--- src/rtl/ext_pipe.sv ---
// Buffered immediate extender: extends IN_W-bit immediates to OUT_W bits and queues results in an in-order FIFO.
// Optional push/illegal-op statistics counters are enabled by defining EXT_PIPE_STAT_EN.
module ext_pipe #(
  parameter int IN_W  = 16,
  parameter int OUT_W = 32,
  parameter int DEPTH = 2,
  parameter int TAG_W = 4
) (
  input  logic             clk,
  input  logic             rst_n,
  input  logic             in_valid,
  output logic             in_ready,
  input  logic [2:0]       in_op,
  input  logic [IN_W-1:0]  in_imm,
  input  logic [TAG_W-1:0] in_tag,
  output logic             out_valid,
  input  logic             out_ready,
  output logic [OUT_W-1:0] out_data,
  output logic [TAG_W-1:0] out_tag,
  output logic             out_err
`ifdef EXT_PIPE_STAT_EN
  ,
  output logic [31:0]      stat_ops,
  output logic [15:0]      stat_err
`endif
);

  localparam int AW = (DEPTH > 1) ? $clog2(DEPTH) : 1;
  localparam int EW = OUT_W - IN_W;
  localparam logic [AW:0] PTR_ONE = (AW + 1)'(1);

  logic [OUT_W-1:0] mem_data [DEPTH];
  logic [TAG_W-1:0] mem_tag  [DEPTH];
  logic             mem_err  [DEPTH];
  logic [AW:0]      wr_ptr, rd_ptr;
  logic             full, empty, push, pop;
  logic [OUT_W-1:0] zext, sext, ext_data;
  logic             ext_err;

  // Wrap bit distinguishes full from empty when the indices coincide.
  assign full  = (wr_ptr[AW] != rd_ptr[AW]) && (wr_ptr[AW-1:0] == rd_ptr[AW-1:0]);
  assign empty = (wr_ptr == rd_ptr);
  assign in_ready  = !full;
  assign out_valid = !empty;
  assign push = in_valid && !full;
  assign pop  = out_valid && out_ready;

  assign zext = {{EW{1'b0}}, in_imm};
  assign sext = {{EW{in_imm[IN_W-1]}}, in_imm};

  always_comb begin
    ext_data = '0;
    ext_err  = 1'b0;
    case (in_op)
      3'd0:    ext_data = zext;
      3'd1:    ext_data = sext;
      3'd2:    ext_data = {in_imm, {EW{1'b0}}};
      3'd3:    ext_data = sext << 2;
      3'd4:    ext_data = zext << 2;
      default: ext_err  = 1'b1;
    endcase
  end

  // Storage is cleared on reset so the head outputs read 0 rather than X while empty.
  always_ff @(posedge clk or negedge rst_n) begin
    if (!rst_n) begin
      wr_ptr <= '0;
      rd_ptr <= '0;
      for (int i = 0; i < DEPTH; i++) begin
        mem_data[i] <= '0;
        mem_tag[i]  <= '0;
        mem_err[i]  <= 1'b0;
      end
    end else begin
      if (push) begin
        mem_data[wr_ptr[AW-1:0]] <= ext_data;
        mem_tag[wr_ptr[AW-1:0]]  <= in_tag;
        mem_err[wr_ptr[AW-1:0]]  <= ext_err;
        wr_ptr <= wr_ptr + PTR_ONE;
      end
      if (pop) begin
        rd_ptr <= rd_ptr + PTR_ONE;
      end
    end
  end

  assign out_data = mem_data[rd_ptr[AW-1:0]];
  assign out_tag  = mem_tag[rd_ptr[AW-1:0]];
  assign out_err  = mem_err[rd_ptr[AW-1:0]];

`ifdef EXT_PIPE_STAT_EN
  always_ff @(posedge clk or negedge rst_n) begin
    if (!rst_n) begin
      stat_ops <= '0;
      stat_err <= '0;
    end else if (push) begin
      stat_ops <= stat_ops + 32'd1;
      if (ext_err) stat_err <= stat_err + 16'd1;
    end
  end
`endif

endmodule

--- config.mk ---
export PLATFORM = sky130hd
export DESIGN_NAME = ext_pipe
export DESIGN_NICKNAME = d
export VERILOG_FILES = /design/src/rtl/ext_pipe.sv
export SDC_FILE = /design/constraint.sdc
export NUM_CORES = 1
export LEC_CHECK = 0
export CORE_MARGIN = 2
export CORE_UTILIZATION = 48
export DETAILED_ROUTE_END_ITERATION = 12
export GPL_TIMING_DRIVEN = 0
export PLACE_DENSITY = 0.88
export SLEW_MARGIN = 5
export SYNTH_ARGS = -nofsm -noshare
export SYNTH_HDL_FRONTEND = slang
export SYNTH_SLANG_ARGS = --single-unit
--- constraint.sdc ---
create_clock -name clk -period 1.46 [get_ports clk]
set_clock_uncertainty 0.1 [all_clocks]
set_input_delay 0.219 -clock clk [delete_from_list [all_inputs] [get_ports clk]]
set_output_delay 0.219 -clock clk [all_outputs]
set_load 0.03 [all_outputs]
After elaboration in Yosys (flattened, before gate mapping) --
Index checks and enable logic that the tools add are counted.
Storage, ports and cells: flip-flop bits (word level) 78, input bits 27
Operators by class: muxes and demuxes 20, $add $sub $neg 2, magnitude comparators 3, bitwise operators 2, eq/ne operators 7, reduce and logical (&&, ||, !) cells 8
Operator list (count):
- 32-bit case mux with 5 select lines | 1
- 32-bit 2-to-1 mux | 4
- 64-bit bitwise mux | 1
- 32-bit demux with 1-bit select | 1
- 4-bit 2-to-1 mux | 4
- 8-bit bitwise mux | 1
- 3-bit by 2-bit equality test with 1-bit output, second input constant | 2
- 1-bit 2-to-1 mux | 5
- 5-bit OR reduction | 1
- 2-bit by 1-bit adder with 2-bit output, second input constant | 2
- 4-bit demux with 1-bit select | 1
- 2-bit >= comparator, second input constant | 2
- 1-bit logical AND | 4
- 1-bit inverter with 2-bit output | 2
- 3-bit by 1-bit equality test with 1-bit output, second input constant | 1
- 3-bit equality test, second input constant | 1
- 3-bit logical NOT | 1
- 2-bit bitwise mux | 1
- 2-bit equality test | 1
- 1-bit logical NOT | 2
- 2-bit by 1-bit < comparator with 1-bit output, second input constant | 1
- 1-bit demux with 1-bit select | 1
- 1-bit equality test | 1
- 1-bit inequality test | 1

Logic depth before layout (Yosys ltp) --
depth after elaboration 6, depth in mapped cells 6, mapped depth without buffers 4

Least setup slack after synthesis --
Ideal clock, no wire load.
path type register -> output, start register rd_ptr[0], end output out_data[26], data required time 1.141 ns, stages on the path, launching flop included 4, slack -0.108 ns, data arrival time 1.249 ns, cells stage by stage dfrtp_1 -> clkbuf_1 -> buf_2 -> mux2_2
Between the ends: longest elaborated chain between the ends 4
Ends and longest elaborated chain:
- start: declaration | line 35 | logic [AW:0] wr_ptr, rd_ptr;
- start signal: assignment | line 82 | rd_ptr <= rd_ptr + PTR_ONE;
- 1-bit inverter with 2-bit output (not written as such) | line 87 | assign out_data = mem_data[rd_ptr[AW-1:0]];
- 32-bit 2-to-1 mux (not written as such) (3 in a row) | line 87
- end: declaration | line 18 | output logic [OUT_W-1:0] out_data,
No other way between the ends. The select of a mux whose other input is x is not followed.

Worst setup path after layout --
start register rd_ptr[0], end output out_data[5]
The elaborated chain is that of the path after synthesis.

==> summary.txt <==
Floorplanning
  • Initial Util: 0.500
  • Die area: 8860 sq um
  • Die H: 94.1 microns
  • Die W: 94.1 microns
  • Rows: 32
  • I/O Pins: 66
  • Core ar.: 7810 sq um

Drt
  • Vias/cell: 6.55
  • Via count: 3870
  • DR iter-0 viols: 453
  • First drt pass iteration count: 7
  • DRT antenna net count: 0
  • WL final: 16000 microns
  • Wire per inst: 27.0 microns
  • Drc violations: 0

Yosys
  • EDFF count, synth: 0
  • Async SR Flop Fraction: 1.00
  • Yosys reg bits: 78
  • Netlist cell types: 34
  • Commonest register cell after synthesis: dfrtp_1
  • Syn avg cell area: 10.5 sq um
  • Synth top area cells: dfrtp_1 (50%), mux2_2 (13%), nand2_1 (7.8%), o21ai_0 (6.2%), o21ai_2 (2.7%)
  • Synthesized area: 3900 sq um
  • Post-synthesis sequential area ratio: 0.500
  • Synth area leader: dfrtp_1
  • Syn Nets: 400
  • Post-synth top area share: 0.500
  • Ys Warns: 0
  • Cells after Synth: 373

GRT
  • Congestion Overflow GR: 0
  • Initial antenna violation count: 0
  • Global-route wire length before repair: 21000 microns
  • Vias in the first global route: 3768
  • GRT Util Overall: 0.319
  • Largest net degree at the start of global routing: 48

Run status
  • Status: finished with violations
  • Failing checks: negative setup slack

Clock network
  • Sink Count: 78
  • Worst skew pair latency: 0.36 ns
  • CTS buffer count: 9
  • Clk slew on worst S/H paths: 0.08 ns
  • CTS tree: done
  • Max Buffers Root-to-Sink: 2
  • H-tree levels: 3
  • Clock root buffer: clkbuf_8

Power
  • Worst VDD drop: 1.56 mV
  • P_leak: 2.93 nW
  • Power per cell area: 2570 nW/um^2

Timing
  • Slew headroom: 0.541
  • Crit path time final: 1.92 ns
  • Worst setup margin: -0.462 ns
  • Slew Limit Fails: 0
  • Max Clk Rate: 520 MHz
  • RSZ-0062 raised after global routing: yes
  • Count of final hold-check violations: 0
  • Worst-margin pin slew: 0.681 ns
  • Hold Worst Slack: 0.227 ns
  • # setup viols final: 116
  • Post-route clock period utilization: 1.32

Cells and area
  • # nets final: 512
  • Layout area overhead: 66.1%
  • Fill count: 356
  • N_diodes: 0
  • Share of cells above drive strength 1: 0.622
  • Non-Filler Instances: 591
  • Area of the multi-input gates: 2400 sq um
  • Storage cell area: 1960 sq um

Job
  • MaxCap Viol Count: 0

Placement
  • Port Buf Inserts: 65
  • Cells after DPL: 541
  • Routability congestion estimate: 0.868
  • Dpl ws: -0.706 ns
  • Post-DP HPWL: 6860 microns

Hold path
  • Hold WC Path Type: in2async

Worst setup path
  • CP startpoint kind: flop
  • Worst R2R Setup Slack: -0.44 ns
  • Type of the worst setup path: reg2out
  • CP arrival: 1.60 ns
  • Worst path required time: 1.14 ns
  • Crit Path Max Fanout: 5
  • Worst Setup End Kind: output pin
==> routing by layer <==
| metal | vias up | track usage | wire length (microns) |
|---|---|---|---|
| met2 | 303 | 0.508 | 7650 |
| li1 | 1546 | - | - |
| met3 | 117 | 0.0787 | 1460 |
| met4 | 0 | 0.185 | 1190 |
| met1 | 1904 | 0.393 | 5660 |
| met5 | - | 0 | 0 |
==> area by class of cell <==
class,count,share of cell area
tap,102,0.0197
multi-input combinational,265,0.370
sequential,78,0.302
timing repair buffer,102,0.207
clock buffer,11,0.0234
inverter,2,0.00116
buffer,27,0.0655
clock inverter,4,0.0108
==> layout by cell type, fill, tap and decap left out, types with 2 or more instances in the layout <==
cell type         n
dfrtp_1          75
buf_6            51
o21ai_2          44
nand2_2          36
mux2_4           28
nand2_1          25
nand2_4          25
clkdlybuf4s50_1  24
mux2_2           18
buf_12           15
o21ai_1          14
buf_4            12
clkbuf_8         11
nor3b_1          10
clkbuf_16         9
buf_8             8
a21oi_2           8
a21oi_1           8
a221oi_2          7
buf_16            7
nor2b_1           5
o21ai_4           5
a221oi_1          4
xnor2_2           3
o21ai_0           3
dfrtp_2           3
nor2b_2           2
nor2_1            2
mux2i_1           2
a2bb2oi_1         2
inv_1             2
clkinv_2          2
bufinv_16         2
==> worst max-delay path: stages, from the launching register on <==
cell       delay (ns)
dfrtp_2          0.42
buf_12           0.16
clkbuf_16        0.16
mux2_2           0.36
buf_6            0.15
==> repair_timing <==
item / in CTS / in global routing
pin swaps: 50 / 5
gates resized for setup: 413 / 159
gates cloned: 12 / 8
buffers inserted: 15 / 3
hold buffers: 1 / 0
hold endpoints to repair: 31 / 0
setup endpoints to repair: 114 / 115
==> synthesized netlist by cell type (5+ instances only) <==
master    instances
a21oi_1          16
nor2b_1           7
buf_12            5
mux2_2           46
a221oi_1         11
nand2_1          81
nor3b_1          11
buf_2            14
dfrtp_1          78
nand2_2           5
o21ai_2          12
o21ai_1           6
o21ai_0          48
==> sequential cells by signal, indices dropped and copies added (netlist names) <==
| signal | flops |
|---|---|
| rd_ptr | 2 |
| mem_data | 64 |
| mem_tag | 8 |
| mem_err | 2 |
| wr_ptr | 2 |
==> final timing paths <==
| check | start | end | cells past startpoint |
|---|---|---|---|
| setup / recovery | rd_ptr[0] | out_data[5] | 4 |
| min in group clk | in_tag[2] | mem_tag[2] | 3 |
| hold reg to reg | mem_data[59] | mem_data[59] | 2 |
| max in group asynchronous | rst_n | mem_data[33] | 3 |
| hold / removal | rst_n | mem_data[51] | 2 |
| setup reg to reg | rd_ptr[0] | mem_data[56] | 9 |
==> through the flow <==
step / TNS [ns] / power, W / util / instance area, sq um
finish: -41.29 / 0.0166 / 0.830 / 6480
global route: -43.67 / 0.0171 / 0.830 / 6480
CTS: -23.53 / 0.0141 / 0.754 / 5890
detailed placement: -55.23 / 0.00988 / 0.604 / 4720
global placement: -242.63 / 0.00970 / 0.602 / 4700
floorplan: -0.147 / 0.00774 / - / 3920
==> kinds of logic after synthesis <==
kind of cell | share of synthesized area
XOR/XNOR | 0.0109
multiplexers | 0.138
flip-flops | 0.500
buffers and inverters | 0.0590
AND/OR/NAND/NOR | 0.127
AO/OA/AOI/OAI | 0.165
==> where the power goes <==
group	switching (W)	internal [W]	leakage [nW]
sequential	0.000981	0.00311	1.01
combinational	0.00517	0.00544	1.80
clock	0.000878	0.00104	0.115
(Power assumes the default switching activity.)
